**config.mk**
```make
export PLATFORM = sky130hd
export DESIGN_NAME = hazard_scoreboard
export DESIGN_NICKNAME = d
export VERILOG_FILES = /design/src/rtl/hazard_pkg.sv /design/src/rtl/hazard_perf_cnt.sv /design/src/rtl/hazard_scoreboard.sv
export SDC_FILE = /design/constraint.sdc
export NUM_CORES = 1
export LEC_CHECK = 0
export BUFFER_PORTS_ARGS = -buffer_cell sky130_fd_sc_hd__buf_2
export CORE_MARGIN = 1
export CORE_UTILIZATION = 50
export CTS_CLUSTER_DIAMETER = 50
export CTS_CLUSTER_SIZE = 20
export DETAILED_ROUTE_END_ITERATION = 8
export PLACE_DENSITY = 0.84
export SLEW_MARGIN = 30
export SYNTH_ARGS = -nofsm -noshare
export SYNTH_HDL_FRONTEND = slang
export SYNTH_SLANG_ARGS = --single-unit
```
**constraint.sdc**
```tcl
create_clock -name clk -period 4.15 [get_ports clk]
set_input_delay 0.6225 -clock clk [delete_from_list [all_inputs] [get_ports clk]]
set_output_delay 0.6225 -clock clk [all_outputs]
set_load 0.005 [all_outputs]
```
**src/rtl/hazard_pkg.sv**
```systemverilog
// Shared types and defaults for the hazard scoreboard: in-flight entry layout,
// forwarding-select type and default pipeline geometry.
package hazard_pkg;

    localparam int DEF_DEPTH    = 3;
    localparam int DEF_LOAD_LAT = 1;
    localparam int RD_W         = 5;
    // rdy must hold any stage index up to the maximum depth of 8
    localparam int RDY_W        = 3;

    typedef struct packed {
        logic             valid;
        logic [RD_W-1:0]  rd;
        logic [RDY_W-1:0] rdy;
    } inflight_t;

    typedef logic [$clog2(DEF_DEPTH)-1:0] fwd_sel_t;

endpackage

```
**src/rtl/hazard_perf_cnt.sv**
```systemverilog
// Stall and flush event counters for the hazard scoreboard; both wrap modulo 2^32.
module hazard_perf_cnt (
    input  logic        clk,
    input  logic        rst,
    input  logic        stall_inc,
    input  logic        flush_inc,
    output logic [31:0] stall_cnt,
    output logic [31:0] flush_cnt
);

    logic [31:0] stall_cnt_reg;
    logic [31:0] flush_cnt_reg;

    always_ff @(posedge clk or negedge rst) begin
        if (!rst) begin
            stall_cnt_reg <= '0;
            flush_cnt_reg <= '0;
        end else begin
            if (stall_inc) stall_cnt_reg <= stall_cnt_reg + 32'd1;
            if (flush_inc) flush_cnt_reg <= flush_cnt_reg + 32'd1;
        end
    end

    assign stall_cnt = stall_cnt_reg;
    assign flush_cnt = flush_cnt_reg;

endmodule

```
**src/rtl/hazard_scoreboard.sv**
```systemverilog
// Pipeline hazard controller: tracks in-flight writes EX..WB and derives stalls,
// flushes and forwarding selects. Counters exist only with HAZARD_PERF_CNT_EN.
module hazard_scoreboard
    import hazard_pkg::*;
#(
    parameter int NREG     = 32,
    parameter int RA_W     = $clog2(NREG),
    parameter int DEPTH    = DEF_DEPTH,
    parameter int LOAD_LAT = DEF_LOAD_LAT,
    parameter int SEL_W    = $clog2(DEPTH)
) (
    input  logic             clk,
    input  logic             rst,
    input  logic             dec_valid_i,
    input  logic [RA_W-1:0]  dec_rs1_i,
    input  logic [RA_W-1:0]  dec_rs2_i,
    input  logic             dec_use_rs1_i,
    input  logic             dec_use_rs2_i,
    input  logic [RA_W-1:0]  dec_rd_i,
    input  logic             dec_wen_i,
    input  logic             dec_load_i,
    input  logic             redirect_i,
    input  logic             ex_busy_i,
    output logic             stall_f_o,
    output logic             stall_d_o,
    output logic             stall_e_o,
    output logic             flush_d_o,
    output logic             flush_e_o,
    output logic [SEL_W-1:0] fwd_a_o,
    output logic [SEL_W-1:0] fwd_b_o,
    output logic             dec_byp_a_o,
    output logic             dec_byp_b_o,
    output logic [31:0]      stall_cnt_o,
    output logic [31:0]      flush_cnt_o
);

    inflight_t       entry_reg  [DEPTH];
    inflight_t       entry_next [DEPTH];
    inflight_t       dec_entry;
    logic [RA_W-1:0] ex_rs1_reg, ex_rs1_next;
    logic [RA_W-1:0] ex_rs2_reg, ex_rs2_next;
    logic            haz;
    logic            bubble;
    logic            rs1_live, rs2_live;
    logic [SEL_W-1:0] fwd_a, fwd_b;

    assign rs1_live = dec_use_rs1_i && (dec_rs1_i != '0);
    assign rs2_live = dec_use_rs2_i && (dec_rs2_i != '0);

    // A source is blocked by entry i only while that entry's data is still further down the pipe.
    always_comb begin
        haz = 1'b0;
        for (int i = 0; i < DEPTH; i++) begin
            if (entry_reg[i].valid && (int'(entry_reg[i].rdy) > i)) begin
                if (rs1_live && (entry_reg[i].rd == dec_rs1_i)) haz = 1'b1;
                if (rs2_live && (entry_reg[i].rd == dec_rs2_i)) haz = 1'b1;
            end
        end
        haz = haz && dec_valid_i;
    end

    assign dec_entry.valid = dec_valid_i && dec_wen_i && (dec_rd_i != '0);
    assign dec_entry.rd    = dec_entry.valid ? dec_rd_i : '0;
    assign dec_entry.rdy   = (dec_entry.valid && dec_load_i) ? RDY_W'(LOAD_LAT) : '0;

    assign bubble = redirect_i || haz;

    assign entry_next[0] = ex_busy_i ? entry_reg[0] : (bubble ? '0 : dec_entry);
    assign entry_next[1] = ex_busy_i ? '0 : entry_reg[0];

    generate
        for (genvar gi = 2; gi < DEPTH; gi++) begin : g_shift
            assign entry_next[gi] = entry_reg[gi-1];
        end
    endgenerate

    assign ex_rs1_next = ex_busy_i ? ex_rs1_reg :
                         (bubble || !dec_valid_i || !dec_use_rs1_i) ? '0 : dec_rs1_i;
    assign ex_rs2_next = ex_busy_i ? ex_rs2_reg :
                         (bubble || !dec_valid_i || !dec_use_rs2_i) ? '0 : dec_rs2_i;

    always_ff @(posedge clk or negedge rst) begin
        if (!rst) begin
            for (int i = 0; i < DEPTH; i++) entry_reg[i] <= '0;
            ex_rs1_reg <= '0;
            ex_rs2_reg <= '0;
        end else begin
            for (int i = 0; i < DEPTH; i++) entry_reg[i] <= entry_next[i];
            ex_rs1_reg <= ex_rs1_next;
            ex_rs2_reg <= ex_rs2_next;
        end
    end

    // Scan oldest to youngest so the youngest ready producer overrides.
    always_comb begin
        fwd_a = '0;
        fwd_b = '0;
        for (int k = DEPTH - 1; k >= 1; k--) begin
            if (entry_reg[k].valid && (int'(entry_reg[k].rdy) < k)) begin
                if ((ex_rs1_reg != '0) && (entry_reg[k].rd == ex_rs1_reg)) fwd_a = SEL_W'(k);
                if ((ex_rs2_reg != '0) && (entry_reg[k].rd == ex_rs2_reg)) fwd_b = SEL_W'(k);
            end
        end
    end

    // Outputs are forced low while reset is asserted, even with ex_busy_i high.
    assign stall_f_o   = rst && (ex_busy_i || (!redirect_i && haz));
    assign stall_d_o   = stall_f_o;
    assign stall_e_o   = rst && ex_busy_i;
    assign flush_d_o   = rst && !ex_busy_i && redirect_i;
    assign flush_e_o   = rst && !ex_busy_i && bubble;
    assign fwd_a_o     = rst ? fwd_a : '0;
    assign fwd_b_o     = rst ? fwd_b : '0;
    assign dec_byp_a_o = rst && entry_reg[DEPTH-1].valid && rs1_live
                         && (entry_reg[DEPTH-1].rd == dec_rs1_i);
    assign dec_byp_b_o = rst && entry_reg[DEPTH-1].valid && rs2_live
                         && (entry_reg[DEPTH-1].rd == dec_rs2_i);

`ifdef HAZARD_PERF_CNT_EN
    hazard_perf_cnt u_perf_cnt (
        .clk       (clk),
        .rst       (rst),
        .stall_inc (stall_d_o),
        .flush_inc (flush_d_o || flush_e_o),
        .stall_cnt (stall_cnt_o),
        .flush_cnt (flush_cnt_o)
    );
`else
    assign stall_cnt_o = '0;
    assign flush_cnt_o = '0;
`endif

endmodule
```
==> results.sh, run 1 <==
export IMPL_unrepaired_setup_endpoints_after_global_routing="false"
export IMPL_cts_max_path_buffers=2
export IMPL_power_sequential_fraction_pct=49.4
export IMPL_grt_max_degree=37
export IMPL_clk_latency_ns=0.28
export IMPL_post_synth_inst_count=230
export IMPL_die_area_sq_um=4710
export IMPL_critical_path_startpoint_type="primary input"
export IMPL_ant_nets=0
export IMPL_layout_cells_most_common_list="conb_1 (64), buf_2 (34), xnor2_1 (32)"
export IMPL_cts_buffers_inserted=5
export IMPL_holdBufCountCts=0
export IMPL_count_of_nets_after_finishing=286
export IMPL_gp_congestion=0.883
export IMPL_antenna_diode_count=0
export IMPL_port_buffers=34
export IMPL_min_period_over_period_pct=67.4
export IMPL_critPathSlowestCell="or4_1"
export IMPL_fin_skew_ns=0.00287
export IMPL_timing_fmax_mhz=357
export IMPL_cts_max_level=2
export IMPL_leading_cell_type_in_the_layout_fill_and_taps_excluded="conb_1"
export IMPL_grt_pass1_vias=1282
export IMPL_synthArstFlopShare_pct=100
export IMPL_coreArea_sq_um=4140
export IMPL_crit_top_cell="buf_2"
export IMPL_syn_avg_cell_area_sq_um=9.65
export IMPL_maxSlewViolCount=0
export IMPL_number_of_flip_flops_under_the_largest_register_name=13
export IMPL_cts_clk_slew_worst_paths_ns=0.06
export IMPL_detail_route_wl_per_cell_um=13.7
export IMPL_endpoint_with_the_worst_hold_slack="entry_reg[8]"
export IMPL_floorplan_io_pins=99
export IMPL_tns_ns=0
export IMPL_status="finished, final reports clean"
export IMPL_sw_frac_of_total_pct=26.4
export IMPL_tritoncts_clock_tree="yes"
export IMPL_first_pass_iters=4
export IMPL_root_buffer="clkbuf_8"
export IMPL_worst_r2r_path_depth=5
export IMPL_critical_path_top_delay_family="simple AND/OR/NAND/NOR gates"
export IMPL_synthesis_to_layout_area_growth_pct=1.69
export IMPL_r2r_start="entry_reg[23]"
export IMPL_critPathKind="primary input to primary output"
export IMPL_worstHoldStart="entry_next[8]"
export IMPL_flop2flop_setup_slack_ns=2.45
export IMPL_power_density_nw_per_um2=283
export IMPL_p_sw_uw=169
export IMPL_grt_total_usage_pct=19.7
export IMPL_cp_endpoint_kind="primary output"
export IMPL_cap_viol_max_count=0
export IMPL_yosysUniqueCellTypes=28
export IMPL_timing_critical_path_cells="buf_2 -> or4_1 -> o21ai_1 -> nor3_1 -> nor2_4 -> o21bai_1 -> buf_2"
export IMPL_final_cell_area_sq_um=2260
export IMPL_final_core_util_pct=54.5
export IMPL_hold_viol_final=0
export IMPL_globalRoute_totalOverflow=0
export IMPL_ctsResizeCount=0
export IMPL_finalSetupViolCount=0
export IMPL_cellLeakagePower_nw=1.18
export IMPL_fin_hold_ws_ns=0.366
export IMPL_crit_path_max_incr_delay_ns=0.51
export IMPL_die_width_um=68.6
export IMPL_drt_iter0_drc=80
export IMPL_vdd_drop_max_uv=131
export IMPL_numClockSinks=30
export IMPL_mappedNetlistArea_sq_um=2220
export IMPL_via_count=1499
export IMPL_post_drt_via_cell_ratio=4.82
export IMPL_postCtsSetupRepairBufs=0
export IMPL_regToRegEndpoint="ex_rs2_reg[1]"
export IMPL_max_slew_margin_pct=58.8
export IMPL_ys_dominant_reg_cell="dfrtp_1"
export IMPL_cp_arrival_ns=2.17
export IMPL_synth_ff_latch_count=30
export IMPL_p_comb_share_pct=14.6
export IMPL_drc=0
export IMPL_yosysSeqAreaShare_pct=33.8
export IMPL_post_dp_hpwl_um=3270
export IMPL_period_needed_ns=2.80
export IMPL_hold_path_depth=0
export IMPL_timing_worst_slew_pin_value_ns=0.616
export IMPL_rows=23
export IMPL_worst_hold_path_type="flip-flop to flip-flop"
export IMPL_antenna_found_initial=0
export IMPL_layout_drive_gt1_share_pct=21.1
export IMPL_first_pass_grt_wire_length_um=6380
export IMPL_wl_um=4270
export IMPL_yosys_warnings=0
export IMPL_timing_critical_path_fanout_max=18
export IMPL_pwr_share_clk_pct=36.0
export IMPL_detailed_place_area_sq_um=2170
export IMPL_number_of_enable_type_register_cells_in_the_synthesized_netlist=0
export IMPL_required_time_worst_endpoint_ns=3.53
export IMPL_cp_num_buf_inv=2
export IMPL_internal_power_uw=469
export IMPL_initial_cell_density_of_the_core_pct=53.6
export IMPL_chipHeight_um=68.6
==> kinds of logic after synthesis <==
| family | Yosys count | synth area share [%] |
|---|---|---|
| AO/OA/AOI/OAI | 20 | 8.17 |
| XOR/XNOR | 40 | 15.8 |
| buffers and inverters | 74 | 23.8 |
| flip-flops | 30 | 33.8 |
| other | 1 | 0.169 |
| AND/OR/NAND/NOR | 65 | 18.2 |
==> layout make-up <==
| type | count | area (sq um) |
|---|---|---|
| tap | 50 | 62.6 |
| sequential | 30 | 751 |
| fill | 392 | 1890 |
| multi-input combinational | 189 | 1180 |
| timing repair buffer | 36 | 185 |
| clock buffer | 6 | 82.6 |
==> synthesized netlist by cell type (3+ instances only) <==
cell type	n	area share (%)
a22o_1	8	3.2
a22o_2	9	4.1
and2_1	3	0.85
and3_1	14	3.9
buf_4	65	22
clkbuf_1	8	1.4
dfrtp_1	30	34
nand4_1	10	2.8
nor2_1	7	1.2
nor2b_1	8	2.3
nor4_1	4	1.1
or4_1	7	2.4
xnor2_1	32	13
xor2_1	8	3.2
==> metrics by stage <==
stage / instances / total power [mW] / worst slack [ns]
2_1_floorplan: 293 / 0.419 / 1.59
3_3_place_gp: 305 / 0.409 / 1.38
3_5_place_dp: 305 / 0.412 / 1.36
4_1_cts: 311 / 0.640 / 1.35
5_1_grt: 311 / 0.670 / 1.20
6_report: 311 / 0.638 / 1.35
==> power groups by stage <==
stage / clock (mW) / combinational (mW) / sequential (mW)
4_1_cts: 0.233 / 0.0927 / 0.315
2_1_floorplan: 0 / 0.104 / 0.315
5_1_grt: 0.246 / 0.107 / 0.316
3_3_place_gp: 0 / 0.0897 / 0.319
6_report: 0.229 / 0.0934 / 0.315
3_5_place_dp: 0 / 0.0921 / 0.320
==> how the worst max path moves through the flow <==
stage               slack [ns]          from  cells past startpoint         to
floorplan                 1.59  dec_rs2_i[1]                      7  stall_f_o
global placement          1.38  dec_rs1_i[1]                      7  stall_d_o
detailed placement        1.36  dec_rs1_i[1]                      7  stall_f_o
CTS                       1.35  dec_rs1_i[1]                      7  stall_f_o
global route              1.20  dec_rs1_i[1]                      7  stall_f_o
finish                    1.35  dec_rs1_i[1]                      7  stall_f_o
==> layer usage <==
metal  GRT usage [%]  wire, um  vias to the layer above
met3            5.10       235                        6
li1                -         -                      721
met5               0         0                        -
met4            8.07        57                        0
met1            23.3      1740                      716
met2            33.7      2240                       56
Note: power is estimated with default switching activity, not from simulation.
==> run 2: changes to the inputs <==
- CORE_UTILIZATION: 50 -> 48
- PLACE_DENSITY: 0.84 -> 0.81
- clock period: 4.15 -> 2.65 ns (I/O delays scaled with it)
==> run 2 against run 1 <==
Critical path depth fell by 1. Utilization fell by 3.1 points. Flip-flop and latch count did not move. Largest power group unchanged. Worst hold slack got worse by 0.21 ns.
==> results.sh, run 2 (same netlist as run 1, synthesis figures left out) <==
export IMPL_die_width_um=70
export IMPL_floorplan_io_pins=99
export IMPL_detailed_place_area_sq_um=2180
export IMPL_min_period_over_period_pct=87.1
export IMPL_vdd_drop_max_uv=184
export IMPL_drc=0
export IMPL_worst_hold_path_type="primary input to async pin"
export IMPL_count_of_nets_after_finishing=287
export IMPL_holdBufCountCts=0
export IMPL_grt_total_usage_pct=18.0
export IMPL_preCtsSetupSlack_ns=0.487
export IMPL_numClockSinks=30
export IMPL_drt_iter0_drc=81
export IMPL_post_layout_total_power_uw=997
export IMPL_critPathSlowestCell="dfrtp_1"
export IMPL_finalSetupViolCount=0
export IMPL_cp_arrival_ns=1.91
export IMPL_globalRoute_totalOverflow=0
export IMPL_clk_latency_ns=0.28
export IMPL_coreArea_sq_um=4410
export IMPL_required_time_worst_endpoint_ns=2.25
export IMPL_max_slew_margin_pct=49.0
export IMPL_via_count=1522
export IMPL_cts_max_path_buffers=2
export IMPL_timing_fmax_mhz=433
export IMPL_cts_clk_slew_worst_paths_ns=0.06
export IMPL_power_density_nw_per_um2=440
export IMPL_crit_top_cell="nor3_1"
export IMPL_grt_pass1_vias=1412
export IMPL_initial_cell_density_of_the_core_pct=50.3
export IMPL_tns_ns=0
export IMPL_cts_max_level=2
export IMPL_antenna_diode_count=0
export IMPL_final_critical_path_setup_slack_ns=0.341
export IMPL_layout_cells_most_common_list="conb_1 (64), buf_2 (34), xnor2_1 (32)"
export IMPL_placed_cells_incl_taps=308
export IMPL_final_cell_area_sq_um=2270
export IMPL_tritoncts_clock_tree="yes"
export IMPL_timing_critical_path_fanout_max=4
export IMPL_detail_route_wl_per_cell_um=13.5
export IMPL_status="finished, final reports clean"
export IMPL_post_dp_hpwl_um=3230
export IMPL_crit_path_max_incr_delay_ns=0.43
export IMPL_cellLeakagePower_nw=1.18
export IMPL_synthesis_to_layout_area_growth_pct=2.14
export IMPL_critical_path_startpoint_type="flip-flop"
export IMPL_final_instance_count_excl_fill=314
export IMPL_grt_max_degree=37
export IMPL_chipHeight_um=70
export IMPL_antenna_found_initial=0
export IMPL_cts_buffers_inserted=5
export IMPL_root_buffer="clkbuf_8"
export IMPL_first_pass_grt_wire_length_um=6730
export IMPL_maxSlewViolCount=0
export IMPL_final_core_util_pct=51.4
export IMPL_regToRegEndpoint="entry_reg[22]"
export IMPL_worst_r2r_path_depth=6
export IMPL_wl_um=4250
export IMPL_fin_hold_ws_ns=0.152
export IMPL_cap_viol_max_count=0
export IMPL_hold_viol_final=0
export IMPL_leading_cell_type_in_the_layout_fill_and_taps_excluded="conb_1"
export IMPL_period_needed_ns=2.31
export IMPL_number_of_flip_flops_under_the_largest_register_name=13
export IMPL_gp_congestion=0.854
export IMPL_fin_skew_ns=0.00264
export IMPL_unrepaired_setup_endpoints_after_global_routing="false"
export IMPL_first_pass_iters=4
export IMPL_port_buffers=34
export IMPL_layout_drive_gt1_share_pct=21.4
export IMPL_critPathKind="flip-flop to primary output"
export IMPL_timing_worst_slew_pin_value_ns=0.763
export IMPL_die_area_sq_um=4900
export IMPL_cp_endpoint_kind="primary output"
export IMPL_flop2flop_setup_slack_ns=0.95
export IMPL_ant_nets=0
export IMPL_postCtsSetupRepairBufs=0
export IMPL_post_drt_via_cell_ratio=4.85
export IMPL_r2r_start="entry_reg[23]"
export IMPL_ctsResizeCount=0
export IMPL_timing_critical_path_cells="xnor2_1 -> nand4_1 -> nor3_1 -> nor3_1 -> nor3b_1 -> buf_2"
export IMPL_rows=24
-- run 2: cell count changes in the layout (fill, tap and decap cells not counted) --
cell	before	now
buf_4	2	3
-- run 2: worst max path at each step --
stage,startpoint,to,slack (ns),cells after the start
after floorplan,dec_rs2_i[1],stall_f_o,0.54,7
after global placement,dec_rs2_i[1],flush_e_o,0.54,7
after detailed placement,dec_rs2_i[1],flush_e_o,0.49,7
after CTS,entry_reg[23],flush_e_o,0.33,6
after global routing,entry_reg[23],flush_e_o,0.15,6
final,entry_reg[23],flush_e_o,0.34,6
-- run 2: power breakdown --
group	internal, mW	total, mW	switching (mW)	leakage (nW)
clock network	0.200	0.358	0.158	0.0431
registers	0.472	0.493	0.0206	0.413
logic	0.0629	0.146	0.0833	0.726
total	0.735	0.997	0.262	1.18
-- run 2: area by class of cell --
class / instances / area, sq um
fill: 429 / 2150
multi-input combinational: 189 / 1180
sequential: 30 / 751
timing repair buffer: 37 / 193
clock buffer: 6 / 82.6
tap: 52 / 65.1
-- run 2: worst max-delay path: cells and delay by family (launching register included) --
kind                      cells  cell delay [ns]
buffers and inverters         1             0.17
xor gates and xnor gates      1             0.17
DFF                           1             0.43
and+or+nand+nor               4             0.87
-- run 2: metal layers --
layer  track usage, %  up-vias  wire [um]
li1                 -      723          -
met1             21.3      741       1760
met2             30.4       52       2240
met3             5.63        6        187
met4             6.67        0         63
met5                0        -          0
==> run 3: changes to the inputs <==
- CORE_UTILIZATION: 48 -> 50
- PLACE_DENSITY: 0.81 -> 0.84
- SLEW_MARGIN: 30 -> 10
- clock period: 2.65 -> 2.9 ns (I/O delays scaled with it)
==> run 3 against run 2 <==
Utilization grew 3.5 points. Non-clock buffer count is the same. Combinational power shrank 9.6%. Clock-buffer cell count grew 1. Flip-flop and latch count is the same. Sequential share of layout area shrank 0.091 points. Power shrank 7.5%. Final cell count is the same. Critical path depth is the same. Clock power shrank 5%. Wire length shrank 4.4%. Clock skew grew 0.0030 ns. Critical endpoint unchanged.
==> results.sh, run 3 (same netlist as run 1, synthesis figures left out) <==
export IMPL_layout_cells_most_common_list="conb_1 (64), buf_2 (34), xnor2_1 (32)"
export IMPL_status="finished, final reports clean"
export IMPL_cp_arrival_ns=1.92
export IMPL_maxSlewViolCount=0
export IMPL_post_layout_total_power_uw=923
export IMPL_area_used_by_multi_input_combinational_logic_sq_um=1180
export IMPL_critPathKind="flip-flop to primary output"
export IMPL_count_of_nets_after_finishing=287
export IMPL_tritoncts_clock_tree="yes"
export IMPL_grt_max_degree=37
export IMPL_detail_route_wl_per_cell_um=12.9
export IMPL_gp_congestion=0.898
export IMPL_die_area_sq_um=4710
export IMPL_r2r_start="entry_reg[22]"
export IMPL_post_drt_via_cell_ratio=4.73
export IMPL_globalRoute_totalOverflow=0
export IMPL_initial_cell_density_of_the_core_pct=53.6
export IMPL_fin_hold_ws_ns=0.188
export IMPL_worst_hold_path_type="primary input to async pin"
export IMPL_power_density_nw_per_um2=406
export IMPL_chipHeight_um=68.6
export IMPL_postCtsSetupRepairBufs=0
export IMPL_cts_max_level=2
export IMPL_cts_buffers_inserted=5
export IMPL_met3RoutedLength_um=245
export IMPL_required_time_worst_endpoint_ns=2.47
export IMPL_min_period_over_period_pct=81.1
export IMPL_first_pass_iters=4
export IMPL_cellLeakagePower_nw=1.19
export IMPL_wirelength_met1_um=1680
export IMPL_timing_critical_path_cells="xnor2_1 -> nand4_1 -> nor3_1 -> nor3_1 -> nor3b_1 -> buf_2"
export IMPL_cap_viol_max_count=0
export IMPL_cp_startpoint="entry_reg[22]"
export IMPL_via_count=1486
export IMPL_coreArea_sq_um=4140
export IMPL_timing_critical_path_fanout_max=4
export IMPL_ant_nets=0
export IMPL_cp_endpoint_kind="primary output"
export IMPL_hold_viol_final=0
export IMPL_period_needed_ns=2.35
export IMPL_drt_iter0_drc=105
export IMPL_wl_met2_um=2080
export IMPL_floorplan_io_pins=99
export IMPL_ctsResizeCount=0
export IMPL_antenna_diode_count=0
export IMPL_final_seq_area_sq_um=751
export IMPL_timing_worst_slew_pin_value_ns=0.521
export IMPL_port_buffers=34
export IMPL_number_of_flip_flops_under_the_largest_register_name=13
export IMPL_cts_max_path_buffers=2
export IMPL_max_slew_margin_pct=65.0
export IMPL_worst_r2r_path_depth=6
export IMPL_vdd_drop_max_uv=213
export IMPL_post_dp_hpwl_um=3140
export IMPL_grt_total_usage_pct=19.6
export IMPL_timing_fmax_mhz=425
export IMPL_top_layer="met4"
export IMPL_fill_cells=399
export IMPL_die_width_um=68.6
export IMPL_antenna_found_initial=0
export IMPL_leading_cell_type_in_the_layout_fill_and_taps_excluded="conb_1"
export IMPL_tns_ns=0
export IMPL_fin_skew_ns=0.00566
export IMPL_layout_drive_gt1_share_pct=21.6
export IMPL_grt_pass1_vias=1274
export IMPL_crit_path_max_incr_delay_ns=0.46
export IMPL_cts_clk_slew_worst_paths_ns=0.06
export IMPL_critical_path_startpoint_type="flip-flop"
export IMPL_finalSetupViolCount=0
export IMPL_clk_latency_ns=0.28
export IMPL_crit_top_cell="nor3_1"
export IMPL_holdBufCountCts=0
export IMPL_first_pass_grt_wire_length_um=6420
export IMPL_critPathSlowestCell="dfrtp_1"
export IMPL_root_buffer="clkbuf_8"
export IMPL_wl_um=4060
export IMPL_numClockSinks=30
export IMPL_synthesis_to_layout_area_growth_pct=2.42
export IMPL_unrepaired_setup_endpoints_after_global_routing="false"
export IMPL_rows=23
export IMPL_drc=0
run 3: cell types whose count changed in the layout (fill, tap and decap cells not counted), sizes merged:
| cell | change |
|---|---|
| clkinv | +1 |
| clkbuf | +1 |
run 3: power breakdown:
group / internal (mW) / leakage (nW) / switching (mW)
Sequential: 0.431 / 0.413 / 0.0184
Clock: 0.191 / 0.0482 / 0.150
Combinational: 0.0574 / 0.726 / 0.0749
run 3: final timing paths:
path / endpoint / slack (ns)
setup / recovery: flush_e_o / 0.55
hold / removal: ex_rs2_reg[4] / 0.19
max in group asynchronous: entry_next[5] / 2.42
min in group clk: entry_reg[8] / 0.40
setup reg to reg: ex_rs1_reg[3] / 1.13
hold reg to reg: entry_reg[8] / 0.40
run 3: through the flow:
step / instance area, sq um / util [%] / instances / setup slack (ns)
2_1_floorplan: 2460 / - / 293 / 0.712
3_3_place_gp: 2180 / 52.7 / 306 / 0.672
3_5_place_dp: 2180 / 52.7 / 306 / 0.704
4_1_cts: 2270 / 54.9 / 314 / 0.515
5_1_grt: 2270 / 54.9 / 314 / 0.393
6_report: 2270 / 54.9 / 314 / 0.547
run 3: critical path: cells and delay by family, from the launching register on:
kind          cells  cell delay, ns
simple gates      4            0.84
flops             1            0.46
xor+xnor          1            0.19
buf+inv           1            0.15
run 3: area by class of cell:
class / instances / area share [%]
Tap cell: 50 / 2.75
Clock buffer: 7 / 3.80
Clock inverter: 1 / 0.220
Sequential cell: 30 / 33.0
Multi-Input combinational cell: 189 / 51.7
Timing Repair Buffer: 37 / 8.48
run 3: routing by layer:
| metal | track usage, % | up-vias |
|---|---|---|
| met5 | 0 | - |
| met1 | 24.7 | 693 |
| met2 | 32.0 | 60 |
| met3 | 4.93 | 5 |
| met4 | 7.81 | 0 |
| li1 | - | 728 |
